File: src/rtl/sram_arbiter_if.sv
// rtl/sram_arbiter_if.sv - instruction/data request ports and shared SRAM pins of the arbiter
interface sram_arbiter_if;
  // instruction fetch port
  logic        i_req;
  logic [15:0] i_addr;
  logic        i_gnt;
  logic        i_rvalid;
  logic [31:0] i_rdata;

  // data port
  logic        d_req;
  logic        d_we;
  logic [15:0] d_addr;
  logic [31:0] d_wdata;
  logic [31:0] d_bweb;
  logic        d_gnt;
  logic        d_rvalid;
  logic [31:0] d_rdata;

  // shared synchronous SRAM
  logic        sram_ceb;
  logic        sram_web;
  logic [31:0] sram_bweb;
  logic [13:0] sram_a;
  logic [31:0] sram_di;
  logic [31:0] sram_do;

  // arbiter side
  modport slave (
    input  i_req, i_addr,
    output i_gnt, i_rvalid, i_rdata,
    input  d_req, d_we, d_addr, d_wdata, d_bweb,
    output d_gnt, d_rvalid, d_rdata,
    output sram_ceb, sram_web, sram_bweb, sram_a, sram_di,
    input  sram_do
  );

  // requester side (both ports)
  modport master (
    output i_req, i_addr,
    input  i_gnt, i_rvalid, i_rdata,
    output d_req, d_we, d_addr, d_wdata, d_bweb,
    input  d_gnt, d_rvalid, d_rdata
  );

  // memory side
  modport mem (
    input  sram_ceb, sram_web, sram_bweb, sram_a, sram_di,
    output sram_do
  );
endinterface

File: src/rtl/sram_arbiter.sv
// rtl/sram_arbiter.sv - two-port arbiter in front of one synchronous SRAM with starvation guard
module sram_arbiter #(
  parameter int STARVE_LIMIT = 3
) (
  input  logic          clk,
  input  logic          rst,
  sram_arbiter_if.slave bus
);

  // counter holds 0..STARVE_LIMIT
  localparam int CW = (STARVE_LIMIT < 1) ? 1 : $clog2(STARVE_LIMIT + 1);
  localparam logic [CW-1:0] LIMIT_C = CW'(STARVE_LIMIT);

  // access issued in the previous cycle; decides who owns sram_do now
  typedef enum logic [1:0] {
    IDLE = 2'd0,
    RD_I = 2'd1,
    RD_D = 2'd2,
    WR   = 2'd3
  } state_e;

  state_e          state_q, state_d;
  logic [CW-1:0]   starve_cnt_q, starve_cnt_d;
  logic            i_win;
  logic            d_win;
  logic            starved;

  // byte-lane bits of the addresses never reach the word-addressed SRAM
  logic unused_addr_bits;
  assign unused_addr_bits = ^{bus.i_addr[1:0], bus.d_addr[1:0]};

  assign starved = (starve_cnt_q == LIMIT_C);

  // combinational grant: data preferred unless the instruction port has waited too long;
  // held off entirely while reset is asserted
  always_comb begin
    i_win = 1'b0;
    d_win = 1'b0;
    if (rst) begin
      if (bus.i_req && (!bus.d_req || starved)) begin
        i_win = 1'b1;
      end else if (bus.d_req) begin
        d_win = 1'b1;
      end
    end
  end

  assign bus.i_gnt = i_win;
  assign bus.d_gnt = d_win;

  // drive the SRAM pins from the winning port, idle values otherwise
  always_comb begin
    bus.sram_ceb  = 1'b1;
    bus.sram_web  = 1'b1;
    bus.sram_bweb = '1;
    bus.sram_a    = '0;
    bus.sram_di   = '0;
    if (i_win) begin
      bus.sram_ceb = 1'b0;
      bus.sram_a   = bus.i_addr[15:2];
    end else if (d_win) begin
      bus.sram_ceb  = 1'b0;
      bus.sram_web  = !bus.d_we;
      bus.sram_bweb = bus.d_bweb;
      bus.sram_a    = bus.d_addr[15:2];
      bus.sram_di   = bus.d_wdata;
    end
  end

  // starvation counter: counts consecutive denied instruction cycles, saturating
  always_comb begin
    starve_cnt_d = starve_cnt_q;
    if (!bus.i_req || i_win) begin
      starve_cnt_d = '0;
    end else if (!starved) begin
      starve_cnt_d = starve_cnt_q + 1'b1;
    end
  end

  // next state records the kind of access launched this cycle
  always_comb begin
    state_d = IDLE;
    if (i_win) begin
      state_d = RD_I;
    end else if (d_win) begin
      state_d = bus.d_we ? WR : RD_D;
    end
  end

  // read response: sram_do belongs to whichever port read last cycle; rdata is zero otherwise
  always_comb begin
    bus.i_rvalid = 1'b0;
    bus.i_rdata  = '0;
    bus.d_rvalid = 1'b0;
    bus.d_rdata  = '0;
    case (state_q)
      RD_I: begin
        bus.i_rvalid = 1'b1;
        bus.i_rdata  = bus.sram_do;
      end
      RD_D: begin
        bus.d_rvalid = 1'b1;
        bus.d_rdata  = bus.sram_do;
      end
      default: ;
    endcase
  end

  // state and counter registers; reset drops any read in flight
  always_ff @(posedge clk or negedge rst) begin
    if (!rst) begin
      state_q      <= IDLE;
      starve_cnt_q <= '0;
    end else begin
      state_q      <= state_d;
      starve_cnt_q <= starve_cnt_d;
    end
  end

endmodule

File: src/flat_wrapper.sv
// flat-port wrapper written by rule: the top's interface ports become plain ports
module sram_arbiter_flat 
#(
  parameter int STARVE_LIMIT = 3
)
  (clk, rst, bus_i_req, bus_i_addr, bus_i_gnt, bus_i_rvalid, bus_i_rdata, bus_d_req, bus_d_we, bus_d_addr, bus_d_wdata, bus_d_bweb, bus_d_gnt, bus_d_rvalid, bus_d_rdata, bus_sram_ceb, bus_sram_web, bus_sram_bweb, bus_sram_a, bus_sram_di, bus_sram_do);
  sram_arbiter_if bus_i ();
  input  logic clk;
  input  logic rst;
  input wire logic [$bits(bus_i.i_req)-1:0] bus_i_req;
  input wire logic [$bits(bus_i.i_addr)-1:0] bus_i_addr;
  output wire logic [$bits(bus_i.i_gnt)-1:0] bus_i_gnt;
  output wire logic [$bits(bus_i.i_rvalid)-1:0] bus_i_rvalid;
  output wire logic [$bits(bus_i.i_rdata)-1:0] bus_i_rdata;
  input wire logic [$bits(bus_i.d_req)-1:0] bus_d_req;
  input wire logic [$bits(bus_i.d_we)-1:0] bus_d_we;
  input wire logic [$bits(bus_i.d_addr)-1:0] bus_d_addr;
  input wire logic [$bits(bus_i.d_wdata)-1:0] bus_d_wdata;
  input wire logic [$bits(bus_i.d_bweb)-1:0] bus_d_bweb;
  output wire logic [$bits(bus_i.d_gnt)-1:0] bus_d_gnt;
  output wire logic [$bits(bus_i.d_rvalid)-1:0] bus_d_rvalid;
  output wire logic [$bits(bus_i.d_rdata)-1:0] bus_d_rdata;
  output wire logic [$bits(bus_i.sram_ceb)-1:0] bus_sram_ceb;
  output wire logic [$bits(bus_i.sram_web)-1:0] bus_sram_web;
  output wire logic [$bits(bus_i.sram_bweb)-1:0] bus_sram_bweb;
  output wire logic [$bits(bus_i.sram_a)-1:0] bus_sram_a;
  output wire logic [$bits(bus_i.sram_di)-1:0] bus_sram_di;
  input wire logic [$bits(bus_i.sram_do)-1:0] bus_sram_do;
  assign bus_i.i_req = bus_i_req;
  assign bus_i.i_addr = bus_i_addr;
  assign bus_i_gnt = bus_i.i_gnt;
  assign bus_i_rvalid = bus_i.i_rvalid;
  assign bus_i_rdata = bus_i.i_rdata;
  assign bus_i.d_req = bus_d_req;
  assign bus_i.d_we = bus_d_we;
  assign bus_i.d_addr = bus_d_addr;
  assign bus_i.d_wdata = bus_d_wdata;
  assign bus_i.d_bweb = bus_d_bweb;
  assign bus_d_gnt = bus_i.d_gnt;
  assign bus_d_rvalid = bus_i.d_rvalid;
  assign bus_d_rdata = bus_i.d_rdata;
  assign bus_sram_ceb = bus_i.sram_ceb;
  assign bus_sram_web = bus_i.sram_web;
  assign bus_sram_bweb = bus_i.sram_bweb;
  assign bus_sram_a = bus_i.sram_a;
  assign bus_sram_di = bus_i.sram_di;
  assign bus_i.sram_do = bus_sram_do;
  sram_arbiter #(.STARVE_LIMIT(STARVE_LIMIT)) u_core (.clk(clk), .rst(rst), .bus(bus_i));
endmodule
File: config.mk
export PLATFORM = sky130hd
export DESIGN_NAME = sram_arbiter_flat
export DESIGN_NICKNAME = d
export VERILOG_FILES = /design/src/rtl/sram_arbiter_if.sv /design/src/rtl/sram_arbiter.sv /design/src/flat_wrapper.sv
export SDC_FILE = /design/constraint.sdc
export NUM_CORES = 1
export LEC_CHECK = 0
export CAP_MARGIN = 20
export CORE_AREA = 2 2 110 112
export DETAILED_ROUTE_END_ITERATION = 12
export DIE_AREA = 0 0 112 114
export PLACE_DENSITY_LB_ADDON = 0.15
export SLEW_MARGIN = 30
export SYNTH_ARGS = -nofsm -noshare
export SYNTH_HDL_FRONTEND = slang
export SYNTH_SLANG_ARGS = --single-unit
File: constraint.sdc
create_clock -name clk -period 2.2 [get_ports clk]
set_clock_uncertainty 0.1 [all_clocks]
set_input_delay 0.55 -clock clk [delete_from_list [all_inputs] [get_ports clk]]
set_output_delay 0.55 -clock clk [all_outputs]
set_load 0.01 [all_outputs]
## Word level (Yosys, flattened, before mapping)

Index checks and enable logic that the tools add are counted.

| word-level totals | value |
|---|---|
| register bits | 4 |
| output and inout port bits | 148 |
| word-level logic and storage cells | 37 |

| cells by class | value |
|---|---|
| add/subtract/negate cells | 1 |
| equality and inequality tests | 4 |
| muxes and demuxes | 24 |
| reduce and logical (&&, ||, !) cells | 6 |

Operators by type and width:

| operator | number |
|---|---|
| 2-to-1 mux 32 bit | 6 |
| 2-to-1 mux 14 bit | 2 |
| 2-to-1 mux 1 bit | 12 |
| 2-to-1 mux 2 bit | 4 |
| == test 2 bit, second input constant | 2 |
| zero test 1 bit | 3 |
| adder 2 x 1 -> 2 bit, second input constant | 1 |
| == test 2 x 1 -> 1 bit, second input constant | 1 |
| logical OR 1 bit | 2 |
| != test 2 bit, second input constant | 1 |
| logical AND 1 bit | 1 |

## Logic depth before layout (Yosys ltp)

| logic depth | value |
|---|---|
| word-level depth | 7 |
| mapped depth | 6 |
| mapped depth without buffers | 4 |

## Worst setup path before layout

No wires, ideal clock.

| path | value |
|---|---|
| path type | reg-to-output |
| start | register u_core.starve_cnt_q[0] |
| end | output bus_sram_di[0] |
| data arrival time | 1.334 ns |
| data required time | 1.550 ns |
| setup slack | 0.216 ns |
| stages on the path, launching flop included | 6 |
| buffers on the path | 1 |
| cell sequence | dfrtp_1 > ha_1 > nand2_1 > and3_4 > clkbuf_1 > and2_1 |

| between the ends | value |
|---|---|
| word-level cells in the longest chain between the ends | 7 |
| elaborated cells between the ends (all ways) | 9 |

RTL lines:

| element | line | RTL |
|---|---|---|
| start: declaration | sram_arbiter.sv:23 | `logic [CW-1:0] starve_cnt_q, starve_cnt_d;` |
| start signal: assignment | sram_arbiter.sv:116 | `starve_cnt_q <= starve_cnt_d;` |
| == test 2 bit (*) | sram_arbiter.sv:32 | `assign starved = (starve_cnt_q == LIMIT_C);` |
| logical OR 1 bit (*) | sram_arbiter.sv:40 | `if (bus.i_req && (!bus.d_req \|\| starved)) begin` |
| logical AND 1 bit (*) | sram_arbiter.sv:40 |  |
| 2-to-1 mux 1 bit | sram_arbiter.sv:40 |  |
| 2-to-1 mux 1 bit | sram_arbiter.sv:39 | `if (rst) begin` |
| 2-to-1 mux 32 bit | sram_arbiter.sv:61 | `end else if (d_win) begin` |
| 2-to-1 mux 32 bit (*) | sram_arbiter.sv:58 | `if (i_win) begin` |
| end: declaration | flat_wrapper.sv:27 | `output wire logic [$bits(bus_i.sram_di)-1:0] bus_sram_di;` |

Mark *: on every way between the ends. The rest lies on a longest branch, timed or not.

## Worst setup path in the final report

| path | value |
|---|---|
| start | register u_core.starve_cnt_q[0] |
| end | output bus_sram_bweb[22] |

| between the ends | value |
|---|---|
| word-level cells in the longest chain between the ends | 7 |
| elaborated cells between the ends (all ways) | 9 |

RTL lines:

| element | line | RTL |
|---|---|---|
| == test 2 bit (*) | sram_arbiter.sv:32 |  |
| logical OR 1 bit (*) | sram_arbiter.sv:40 |  |
| logical AND 1 bit (*) | sram_arbiter.sv:40 |  |
| 2-to-1 mux 1 bit | sram_arbiter.sv:40 |  |
| 2-to-1 mux 1 bit | sram_arbiter.sv:39 |  |
| 2-to-1 mux 32 bit | sram_arbiter.sv:61 |  |
| 2-to-1 mux 32 bit (*) | sram_arbiter.sv:58 |  |
| end: declaration | flat_wrapper.sv:25 | `output wire logic [$bits(bus_i.sram_bweb)-1:0] bus_sram_bweb;` |

Marks and branches as above.

==> qor.txt <==
Headroom to the max-slew limit: 87.7%
WP data required: 1.55 ns
PD cells: 244 nW/um2
Chip width: 112 um
F_max: 433 MHz
# setup viols final: 58
Final Critical Period: 2.31 ns
Ports: 281
RePlAce Congestion: 0.776
Largest net degree at the start of global routing: 34
Worst-path clk slew: 0.03 ns
Sequential share of the synthesized area: 7.52%
Tightest Hold Check Type: in2async
Finished Layout Cells: 669
Seq cells post-synth: 4
Startpoint types: flip-flop
Leak: 2.38 nW
Post-synth cell types: 21
Share of cells above drive strength 1: 34.2%
Maximum vdd drop: 0.000246 V
Synth area leaders: and2_1 (46%), nand2b_1 (16%), nand2_1 (9.0%)
Crit path DAT: 1.66 ns
Maxcap violations: 0
Detailed Routing Iterations Pass 1: 4
Initial Util: 11.4%
Yosys top cell area share: 45.6%
Root Driver: clkbuf_16
Area delta synth->final: 260%
Gate Count Post-Synth: 216
Tot Pwr: 0.00117 W
Period utilisation layout: 105%
Initial antenna violation count: 2
Hold_ws: 0.531 ns
WL final: 9810 um
IO buf count: 276
Core area: 11700 um2
H-tree levels: 1
Mapped Area: 1330 um2
CP Class: reg2out
Via density: 3.85
WL/cell: 14.7 um
Die Height: 114 um
Nets: 656
Die Area: 12800 um2
First-pass GRT wire length: 13500 um
Cts hold-fix bufs: 0
Pre-CTS worst setup slack: -0.680 ns
GRT overflow: 0
Pin slew with the least headroom to its limit: 0.185 ns
# DRC: 0
Critical-path maximum fanout: 7
GRT Total Usage: 13.4%
Fin. max-slew vios: 0
Failing checks: setup timing
Post-DP HPWL: 7790 um
Vias in the first global route: 2460
Clk sinks: 4
Syn_nets: 350
Setup WS post-layout: -0.108 ns
Syn Area/Cell: 6.16 um2
Placed insts: 640
Max clock buf depth: 2
FP Rows: 40
Area leader, netlist: and2_1
CTS Buf Count: 3
CTS tree: yes
Antenna viol nets, final: 0
Status: finished with violations
Vias post-DR: 2576
Critical Path End Type: primary output
Setup repair after global routing missed its margin: true
Hold Vio Cnt, Final: 0
Initial DRC count: 75
Synth Warn #: 0
Worst skew pair latency: 0.22 ns
==> cell usage after synthesis <==
| library cell | count |
|---|---|
| a21oi_1 | 1 |
| and2_1 | 97 |
| and3_1 | 2 |
| and3_4 | 1 |
| buf_2 | 5 |
| buf_4 | 1 |
| buf_6 | 3 |
| clkbuf_1 | 10 |
| dfrtp_1 | 4 |
| ha_1 | 1 |
| inv_1 | 2 |
| nand2_1 | 32 |
| nand2b_1 | 33 |
| nand3b_1 | 1 |
| nor2_1 | 1 |
| nor2b_1 | 3 |
| nor3_1 | 1 |
| o21a_1 | 1 |
| o21ai_0 | 2 |
| o21ai_1 | 1 |
| o22ai_1 | 14 |
==> cell type report <==
cell class,count,area [um2]
fill,1232,6920
timing repair buffer,319,3030
multi-input combinational,192,1390
tap,147,184
sequential,4,100
clock buffer,3,75.1
inverter,2,7.51
antenna,2,5.00
==> layout by cell type (no fill, tap or decap), types with 2 or more instances in the layout <==
cell,Yosys,routed
and2_1,97,77
and2_4,0,20
and3_1,2,2
and3_4,1,2
buf_12,0,8
buf_2,5,48
buf_4,1,15
buf_6,3,44
buf_8,0,4
clkbuf_16,0,5
clkbuf_2,0,3
clkdlybuf4s50_1,0,125
dfrtp_1,4,4
diode_2,0,2
dlygate4sd2_1,0,65
dlymetal6s2s_1,0,2
inv_1,2,2
nand2_1,32,29
nand2_4,0,3
nand2b_1,33,26
nand2b_4,0,7
nor2b_4,0,2
o21ai_0,2,2
o22ai_2,0,11
o22ai_4,0,2
==> critical path, stage by stage (launching register included) <==
cell and delay (ns):
dfrtp_1 0.39, ha_4 0.19, nand2_4 0.06, and3_4 0.24, buf_8 0.14, buf_12 0.13
buf_6 0.10, nand2b_4 0.05, buf_6 0.11
==> worst paths after layout <==
kind / startpoint / cells past startpoint / endpoint / slack, ns
setup / recovery: u_core.starve_cnt_q[0] / 8 / bus_sram_bweb[22] / -0.11
hold / removal: rst / 3 / u_core.starve_cnt_q[0] / 0.53
setup reg to reg: u_core.starve_cnt_q[0] / 6 / u_core.state_q[0] / 0.81
hold reg to reg: u_core.starve_cnt_q[1] / 4 / u_core.starve_cnt_q[1] / 0.66
max in group asynchronous: rst / 3 / u_core.state_q[1] / 1.36
min in group clk: bus_d_req / 2 / u_core.state_q[1] / 0.57
==> where the power goes <==
group / total (W) / switching, W / internal [W]
clock: 0.000281 / 0.0000495 / 0.000232
sequential: 0.0000851 / 0.00000552 / 0.0000796
combinational: 0.000804 / 0.000291 / 0.000513
==> metal layers <==
metal / wire length (um) / vias to the layer above / part of all wire, % / GRT usage [%]
met2: 5070 / 151 / 52 / 24.4
met1: 3660 / 1129 / 37 / 15.3
li1: - / 1287 / - / -
met4: 133 / 0 / 1.4 / 3.41
met5: 0 / - / 0 / 0
met3: 954 / 9 / 9.7 / 4.20
==> metrics by stage <==
stage | utilization, % | area (um2) | TNS, ns
finish | 40.9 | 4790 | -1.53
global route | 40.9 | 4790 | -6.74
CTS | 38.3 | 4480 | -5.46
detailed placement | 37.4 | 4370 | -59.16
global placement | 37.4 | 4370 | -57.43
floorplan | - | 1330 | 0
==> flip-flops by register name (all words and copies together) (netlist names) <==
signal,flops
u_core.starve_cnt_q,2
u_core.state_q,2
==> cell families after synthesis <==
family / share of synthesized area, %
buffers and inverters: 8.36
AOI/OAI and AO/OA: 8.65
adders and majority gates: 0.940
and+or+nand+nor: 74.5
DFF: 7.52
==> repair_timing <==
item / in CTS / in global routing
gates cloned: 6 / 2
resized for setup: 461 / 58
setup buffers: 13 / 6
pin swaps: 19 / 15
endpoints found under the setup margin: 147 / 81
Note: power is estimated with default switching activity, not from simulation.
